==> config.mk <==
export PLATFORM = sky130hd
export DESIGN_NAME = lsu_mem_ctrl
export DESIGN_NICKNAME = d
export VERILOG_FILES = /design/src/rtl/lsu_mem_ctrl.sv
export SDC_FILE = /design/constraint.sdc
export NUM_CORES = 1
export LEC_CHECK = 0
export BUFFER_PORTS_ARGS = -buffer_cell sky130_fd_sc_hd__clkbuf_2
export CORE_AREA = 2 2 107 109
export DETAILED_ROUTE_END_ITERATION = 8
export DIE_AREA = 0 0 109 111
export PLACE_DENSITY = 0.84
export SYNTH_ARGS = -nofsm -noshare
export SYNTH_HDL_FRONTEND = slang
export SYNTH_SLANG_ARGS = --single-unit
==> constraint.sdc <==
create_clock -name clock -period 3.4 [get_ports clock]
set_clock_uncertainty 0.15 [all_clocks]
set_input_delay 0.17 -clock clock [delete_from_list [all_inputs] [get_ports clock]]
set_output_delay 0.17 -clock clock [all_outputs]
set_load 0.02 [all_outputs]
==> src/rtl/lsu_mem_ctrl.sv <==
// rtl/lsu_mem_ctrl.sv - load/store unit memory-bus controller
// Aligns and requests a single data-bus access per operation, then extracts or extends the load result.
module lsu_mem_ctrl #(
  parameter int DATA_W      = 32,
  parameter int ADDR_W      = 32,
  parameter int GNT_TIMEOUT = 16
) (
  input  logic                clock,
  input  logic                reset,
  input  logic                lsu_en_i,
  input  logic                lsu_we_i,
  input  logic [1:0]          lsu_size_i,
  input  logic                lsu_sext_i,
  input  logic                alu_valid_i,
  input  logic [ADDR_W-1:0]   mem_addr_i,
  input  logic [DATA_W-1:0]   store_data_i,
  output logic                lsu_ready_o,
  output logic                data_req_o,
  input  logic                data_gnt_i,
  output logic [ADDR_W-1:0]   data_addr_o,
  output logic                data_we_o,
  output logic [DATA_W/8-1:0] data_be_o,
  output logic [DATA_W-1:0]   data_wdata_o,
  input  logic                data_rvalid_i,
  input  logic [DATA_W-1:0]   data_rdata_i,
  input  logic                data_err_i,
  output logic                resp_valid_o,
  output logic [DATA_W-1:0]   load_data_o,
  output logic                misaligned_o,
  output logic                bus_err_o
);

  localparam int BE_W  = DATA_W / 8;
  localparam int OFF_W = $clog2(BE_W);
  localparam int CNT_W = (GNT_TIMEOUT > 1) ? $clog2(GNT_TIMEOUT + 1) : 1;
  localparam logic [CNT_W-1:0] CNT_LAST = CNT_W'((GNT_TIMEOUT > 0) ? GNT_TIMEOUT - 1 : 0);

  typedef enum logic [1:0] {S_IDLE, S_REQ, S_WAIT, S_RESP} state_t;

  state_t            state_q;
  logic [CNT_W-1:0]  cnt_q;
  logic [OFF_W-1:0]  off_q;
  logic [1:0]        size_q;
  logic              sext_q;
  logic              we_q;

  logic              accept;
  logic [OFF_W-1:0]  acc_off;
  logic              acc_mis;
  logic [BE_W-1:0]   size_mask;
  logic [BE_W-1:0]   acc_be;
  logic [DATA_W-1:0] acc_wdata;
  logic [DATA_W-1:0] lane;
  logic [DATA_W-1:0] load_ext;

  assign accept  = lsu_ready_o & lsu_en_i & alu_valid_i;
  assign acc_off = mem_addr_i[OFF_W-1:0];

  // Alignment check, byte-enable mask and lane replication for the incoming operation.
  always_comb begin
    acc_mis   = 1'b0;
    size_mask = '0;
    acc_wdata = '0;
    case (lsu_size_i)
      2'b00: begin
        size_mask = BE_W'(1);
        acc_wdata = {BE_W{store_data_i[7:0]}};
      end
      2'b01: begin
        size_mask = BE_W'(3);
        acc_mis   = mem_addr_i[0];
        acc_wdata = {(DATA_W/16){store_data_i[15:0]}};
      end
      2'b10: begin
        size_mask = BE_W'(15);
        acc_mis   = |mem_addr_i[1:0];
        acc_wdata = {(DATA_W/32){store_data_i[31:0]}};
      end
      default: begin
        size_mask = '1;
        acc_mis   = (DATA_W == 32) ? 1'b1 : |mem_addr_i[2:0];
        acc_wdata = store_data_i;
      end
    endcase
    acc_be = size_mask << acc_off;
  end

  // Shift the addressed lane down to bit 0, then extend according to the captured size.
  always_comb begin
    lane     = data_rdata_i >> {off_q, 3'b000};
    load_ext = lane;
    case (size_q)
      2'b00:   load_ext = sext_q ? DATA_W'($signed(lane[7:0]))  : DATA_W'(lane[7:0]);
      2'b01:   load_ext = sext_q ? DATA_W'($signed(lane[15:0])) : DATA_W'(lane[15:0]);
      2'b10:   load_ext = sext_q ? DATA_W'($signed(lane[31:0])) : DATA_W'(lane[31:0]);
      default: load_ext = lane;
    endcase
  end

  always_ff @(posedge clock or negedge reset) begin
    if (!reset) begin
      state_q      <= S_IDLE;
      cnt_q        <= '0;
      off_q        <= '0;
      size_q       <= '0;
      sext_q       <= 1'b0;
      we_q         <= 1'b0;
      lsu_ready_o  <= 1'b1;
      data_req_o   <= 1'b0;
      data_addr_o  <= '0;
      data_we_o    <= 1'b0;
      data_be_o    <= '0;
      data_wdata_o <= '0;
      resp_valid_o <= 1'b0;
      load_data_o  <= '0;
      misaligned_o <= 1'b0;
      bus_err_o    <= 1'b0;
    end else begin
      case (state_q)
        S_IDLE: begin
          if (accept) begin
            off_q       <= acc_off;
            size_q      <= lsu_size_i;
            sext_q      <= lsu_sext_i;
            we_q        <= lsu_we_i;
            lsu_ready_o <= 1'b0;
            cnt_q       <= '0;
            if (acc_mis) begin
              state_q      <= S_RESP;
              resp_valid_o <= 1'b1;
              misaligned_o <= 1'b1;
              bus_err_o    <= 1'b0;
              load_data_o  <= '0;
            end else begin
              state_q      <= S_REQ;
              data_req_o   <= 1'b1;
              data_addr_o  <= {mem_addr_i[ADDR_W-1:OFF_W], {OFF_W{1'b0}}};
              data_we_o    <= lsu_we_i;
              data_be_o    <= acc_be;
              data_wdata_o <= acc_wdata;
            end
          end
        end
        S_REQ: begin
          if (data_gnt_i) begin
            data_req_o <= 1'b0;
            state_q    <= S_WAIT;
          end else if ((GNT_TIMEOUT != 0) && (cnt_q == CNT_LAST)) begin
            data_req_o   <= 1'b0;
            state_q      <= S_RESP;
            resp_valid_o <= 1'b1;
            bus_err_o    <= 1'b1;
            load_data_o  <= '0;
          end else begin
            cnt_q <= cnt_q + CNT_W'(1);
          end
        end
        S_WAIT: begin
          if (data_rvalid_i) begin
            state_q      <= S_RESP;
            resp_valid_o <= 1'b1;
            bus_err_o    <= data_err_i;
            load_data_o  <= (we_q || data_err_i) ? '0 : load_ext;
          end
        end
        default: begin
          state_q      <= S_IDLE;
          resp_valid_o <= 1'b0;
          misaligned_o <= 1'b0;
          bus_err_o    <= 1'b0;
          load_data_o  <= '0;
          lsu_ready_o  <= 1'b1;
        end
      endcase
    end
  end

endmodule

==> results.py, run 1 <==
metrics = {
    "grt": {
        "grt_max_degree": 118,
        "grt_pass1_vias": 5781,
        "grt_use_met3_pct": 9.64,
        "grt_pass1_wl_um": 29100,
        "met2_usage_pct": 52.4,
        "grt_usage_pct": 31.4,
        "antenna_found_initial": 0,
        "grt-ovfl-total": 0,
        "grt.busiest_layer": "met2",
        "use_met1_pct": 35.4,
    },
    "die": {
        "initial_utilization_pct": 51.1,
        "die_w_um": 109,
        "die_h_um": 111,
        "boundaryPins": 213,
        "rows": 39,
        "dieArea_um2": 12100,
        "core_area_um2": 11100,
    },
    "worst_hold_path": {
        "hold_class": "in2reg",
        "hp-start": "data_rdata_i[8]",
    },
    "yosys": {
        "synth.largest_area_cell": "dfrtp_1",
        "synth_area_um2": 5660,
        "yosysWarningCount": 0,
        "synthArstFlopShare_pct": 100,
        "yosysTopAreaCellShare_pct": 51.3,
        "synthTopCellsByArea": "dfrtp_1 51%, mux2_2 7.8%, mux2i_1 7.3%",
        "synth_seq_cells": 117,
        "synth_ff_type": "dfrtp_1",
        "synth-edff-count": 0,
        "syn_area_per_cell_um2": 11.0,
        "synth_seq_area_share_pct": 51.7,
        "ys_types": 49,
        "syn_inst": 515,
    },
    "critical_path": {
        "cp.buffers_inverters": 1,
        "cp_top_family": "simple AND/OR/NAND/NOR gates",
        "worstPathArrival_ns": 2.43,
        "worstSetupPathType": "reg2reg",
        "cp.required_ns": 3.50,
        "slowest_delay_ns": 0.49,
        "crit_chain": "inv_1 -> ha_1 -> and4_1 -> o21ai_0 -> nand2_1 -> o21ai_0",
        "slowest_stage": "ha_1",
        "cp-startpoint": "state_q[0]",
        "timing.rr.start": "state_q[0]",
        "start_kind": "flip-flop",
        "path_max_fanout": 14,
        "crit_top_cell": "o21ai_0",
        "worstSetupEndpointType": "flip-flop",
    },
    "timing": {
        "rsz0062_at_grt": "false",
        "fin_crit_ns": 2.33,
        "clock.fmax_mhz": 429,
        "worstMarginPinSlew_ns": 0.651,
        "period_share_pct": 68.6,
        "maxSlewViolCount": 0,
        "slew_headroom_pct": 56.6,
        "setup_viol": 0,
        "setup_ws_ns": 1.07,
        "finalHoldViolCount": 0,
        "tns_ns": 0,
    },
    "cells_and_area": {
        "final_common_cell": "clkbuf_2",
        "fill_cells": 727,
        "antennaDiodeCount": 0,
        "mostFrequentLayoutCells": "209 x clkbuf_2, 116 x dfrtp_1, 80 x nand2_1",
        "drive_gt1_share_pct": 37.7,
        "seqCellArea_um2": 2930,
        "utilization_pct": 72.3,
        "area_delta_synth_final_pct": 41.5,
        "stdcell_area_um2": 8010,
        "final_nets": 895,
        "multi_input_area_um2": 2520,
    },
    "power_and_ir_drop": {
        "cellPowerDensity_nw_per_um2": 874,
        "p_leak_nw": 4.01,
        "ir_drop_uv": 505,
    },
    "clock_tree": {
        "clk_latency_ns": 0.41,
        "cts_buffers": 17,
        "cts_sinks": 117,
        "cts-root-buf": "clkbuf_16",
        "cts_tree": "built",
        "cts_htree_levels": 4,
        "cts_setup_buffers": 0,
        "clkTransAtPathRegs_ns": 0.06,
        "cts_buffer_depth": 2,
    },
    "placement": {
        "port_buffers": 210,
        "post-place-ws_ns": 1.12,
        "dp.final_hpwl_um": 10900,
        "gp_congestion": 0.862,
        "postPlaceCellArea_um2": 6770,
    },
    "flow_run": {
        "cap_violations": 0,
    },
    "drt": {
        "via_per_inst": 5.82,
        "totalWireLength_um": 18300,
        "vias": 5450,
        "drtIter0Drc": 408,
        "drc_errors": 0,
        "ant_nets": 0,
        "dr.pass1.iters": 5,
        "routedWlPerCell_um": 19.6,
    },
    "outcome": {
        "status": "complete, no violations",
    },
}
[tightest hold or removal path: stages]
cell      delay (ns)
clkbuf_2        0.08
mux2i_1         0.07
nand2_1         0.07
a32o_1          0.15
[per-stage QoR]
stage	power, W	cells	hold WS (ns)
6_report	0.00700	937	0.0211
2_1_floorplan	0.00426	516	-0.276
5_1_grt	0.00737	937	0.0340
3_5_place_dp	0.00521	835	0.162
4_1_cts	0.00689	937	0.00738
3_3_place_gp	0.00509	835	0.151
[report_power, final]
group | leakage (nW) | internal [W] | switching (W)
clock | 0.255 | 0.000931 | 0.000677
combinational | 2.25 | 0.00112 | 0.00188
sequential | 1.50 | 0.00195 | 0.000440
[worst paths after layout]
kind	endpoint	slack, ns	cells past startpoint
max reg2reg	cnt_q[1]	1.07	6
min reg2reg	data_be_o[0]	0.33	2
max	cnt_q[1]	1.07	6
min	load_data_o[0]	0.02	4
max in group asynchronous	off_q[1]	2.38	3
min in group asynchronous	load_data_o[13]	0.22	3
[synthesized netlist by cell type (all sizes together) (4+ instances only)]
library cell / instances
buf: 29
a32o: 23
nor2: 20
nand2: 80
o2bb2ai: 16
ha: 7
o21ai: 48
mux2i: 42
a21oi: 20
a211o: 7
inv: 4
dfrtp: 116
mux2: 39
nor2b: 10
nand2b: 5
and3: 5
clkbuf: 12
[final cells by class]
class | count | area share (%)
flip-flops and latches | 117 | 36.6
repair buffers | 287 | 22.9
clock inverters | 15 | 1.39
multi-input cells | 354 | 31.4
inverters | 4 | 0.187
clock buffers | 17 | 5.31
well taps | 143 | 2.23
[per-layer routing]
layer / vias up / routed length (um)
met1: 2660 / 6580
met5: - / 0
li1: 2382 / -
met2: 340 / 9200
met3: 68 / 1790
met4: 0 / 757
[timing repair]
item                                   4_1_cts  5_1_grt
endpoints found under the hold margin      186        0
hold buffers                                70        0
resized for setup                            0        0
[cell families (layout without fill, tap and decap cells)]
kind of cell	after synthesis	in the layout	share of synthesized area, %
muxes	82	82	15.8
and+or+nand+nor	130	130	10.1
adders and majority gates	7	7	1.55
buffers and inverters	45	323	3.98
other	1	2	0.0662
xor gates and xnor gates	2	2	0.310
AOI/OAI and AO/OA	131	131	16.4
DFF	117	117	51.7
[registers in the layout (all words and copies together) (netlist names)]
name,flops
cnt_q,5
misaligned_o,1
data_we_o,1
data_req_o,1
sext_q,1
data_wdata_o,32
off_q,2
lsu_ready_o,1
bus_err_o,1
we_q,1
data_be_o,4
data_addr_o,30
resp_valid_o,1
load_data_o,32
size_q,2
state_q,2
(Power assumes the default switching activity.)
==> run 2: changes to the inputs <==
- CORE_AREA: 2 2 107 109 -> 2 2 116 118
- DIE_AREA: 0 0 109 111 -> 0 0 118 120
- PLACE_DENSITY: 0.84 -> 0.76
- clock period: 3.4 -> 1.9 ns (I/O delays scaled with it)
==> run 2 against run 1 <==
Against the previous run:
- the flow now finishes with violations (negative setup slack)
- wire length grew 14%
- via count increased by 5.9%
- fmax rose by 14%
- highest routed layer unchanged
==> results.py, run 2 (synthesized netlist as in run 1, its figures left out) <==
metrics = {
    "power_and_ir_drop": {
        "ir_drop_uv": 991,
        "cellPowerDensity_nw_per_um2": 1550,
        "p_leak_nw": 4.53,
        "total_power_w": 0.0144,
    },
    "timing": {
        "tns_ns": -3.82,
        "rsz0062_at_grt": "true",
        "setup_ws_ns": -0.150,
        "slew_headroom_pct": 56.9,
        "clock.fmax_mhz": 488,
        "maxSlewViolCount": 0,
        "finalHoldViolCount": 0,
        "worstMarginPinSlew_ns": 0.645,
        "setup_viol": 38,
        "period_share_pct": 108,
        "fin_crit_ns": 2.05,
    },
    "grt": {
        "grt_pass1_wl_um": 30500,
        "antenna_found_initial": 0,
        "grt_usage_pct": 27.5,
        "grt-ovfl-total": 0,
        "grt_pass1_vias": 5939,
        "grt_max_degree": 66,
    },
    "drt": {
        "drc_errors": 0,
        "dr.pass1.iters": 5,
        "vias": 5770,
        "drtIter0Drc": 444,
        "routedWlPerCell_um": 20.1,
        "via_per_inst": 5.53,
        "totalWireLength_um": 21000,
        "ant_nets": 0,
    },
    "clock_tree": {
        "cts_htree_levels": 4,
        "cts_tree": "built",
        "clk_latency_ns": 0.42,
        "cts_buffer_depth": 2,
        "cts_buffers": 17,
        "cts_sinks": 117,
        "clkTransAtPathRegs_ns": 0.06,
        "cts-root-buf": "clkbuf_16",
    },
    "die": {
        "die_h_um": 120,
        "rows": 42,
        "initial_utilization_pct": 43.6,
        "boundaryPins": 213,
        "die_w_um": 118,
        "core_area_um2": 13000,
        "dieArea_um2": 14200,
    },
    "critical_path": {
        "timing.rr.start": "cnt_q[1]",
        "cp.required_ns": 2.10,
        "start_kind": "flip-flop",
        "worstSetupEndpointType": "flip-flop",
        "slowest_stage": "dfrtp_1",
        "worstSetupPathType": "reg2reg",
        "path_max_fanout": 12,
        "slowest_delay_ns": 0.35,
        "cp_top_family": "simple AND/OR/NAND/NOR gates",
        "cp-startpoint": "cnt_q[1]",
        "cp.buffers_inverters": 1,
        "worstPathArrival_ns": 2.25,
        "crit_chain": "ha_2 -> and3_4 -> ha_4 -> nand2b_4 -> a221oi_4 -> and3_4 -> clkbuf_16 -> a32o_1",
        "crit_top_cell": "and3_4",
    },
    "outcome": {
        "status": "finished with violations",
        "failed_checks": "negative setup slack",
    },
    "cells_and_area": {
        "top_regs": "data_wdata_o (32), load_data_o (32), data_addr_o (30)",
        "final_nets": 970,
        "final_common_cell": "clkbuf_2",
        "area_delta_synth_final_pct": 63.6,
        "mostFrequentLayoutCells": "209 x clkbuf_2, 114 x dfrtp_1, 101 x dlygate4sd3_1",
        "antennaDiodeCount": 0,
        "drive_gt1_share_pct": 42.9,
    },
    "flow_run": {
        "cap_violations": 0,
    },
    "placement": {
        "gp_congestion": 0.862,
        "dp.final_hpwl_um": 11600,
        "port_buffers": 210,
    },
    "worst_hold_path": {
        "hp-start": "data_rdata_i[4]",
        "hold_class": "in2reg",
    },
}
## run 2: changes by cell type in the layout (fill, tap and decap cells not counted), moves of 7 or more
cell,before,now
o21ai_0,47,36
o2bb2ai_1,16,8
buf_4,6,31
dlygate4sd3_1,70,101
buf_6,0,7
## run 2: routing by layer
metal	up-vias	share of wire [%]	wire, um	track usage, %
met3	77	8.3	1730	8.75
met1	2794	37	7690	30.6
met4	0	4.1	853	12.5
met5	-	0	0	0
li1	2546	-	-	-
met2	353	51	10700	48.1
## run 2: final timing paths
path | cells after the start | end | slack [ns]
min | 4 | load_data_o[4] | 0.02
min in group asynchronous | 3 | load_data_o[16] | 0.10
max | 8 | load_data_o[30] | -0.15
min reg2reg | 2 | data_be_o[0] | 0.33
max in group asynchronous | 3 | state_q[1] | 0.84
max reg2reg | 8 | load_data_o[30] | -0.15
## run 2: worst register-to-register path: stages (launching register included)
cell       delay, ns
dfrtp_1         0.35
ha_2            0.18
and3_4          0.19
ha_4            0.14
nand2b_4        0.06
a221oi_4        0.28
and3_4          0.29
clkbuf_16       0.17
a32o_1          0.16
## run 2: timing repair
item | in CTS | in global routing
pin swaps | 3 | 14
hold buffers | 101 | 0
gates cloned | 0 | 9
resized for setup | 12 | 45
hold endpoints to repair | 209 | 0
endpoints found under the setup margin | 76 | 87
setup buffers | 2 | 6
## run 2: cell type report
type | instances | area (um^2)
clock buffer | 21 | 460
clock inverter | 9 | 176
fill | 851 | 3720
inverter | 4 | 15.0
multi-input combinational | 355 | 2800
sequential | 117 | 2930
tap | 176 | 220
timing repair buffer | 361 | 2660
## run 2: report_power, final
part | internal [W] | leakage, nW | switching (W)
clock network | 0.00238 | 0.309 | 0.00118
logic | 0.00268 | 2.72 | 0.00388
registers | 0.00351 | 1.50 | 0.000751
total | 0.00857 | 4.53 | 0.00581
## run 2: metrics by stage
step / util, % / cells / instance area (um^2) / hold slack (ns) / setup WS [ns]
floorplan: - / 516 / 5740 / -0.351 / -0.0641
global placement: 54.8 / 895 / 7110 / -0.216 / -0.0789
detailed placement: 54.8 / 895 / 7110 / -0.221 / -0.143
CTS: 67.9 / 1028 / 8810 / 0.000391 / -0.114
global route: 71.4 / 1043 / 9260 / 0.0244 / -0.232
finish: 71.4 / 1043 / 9260 / 0.0163 / -0.150
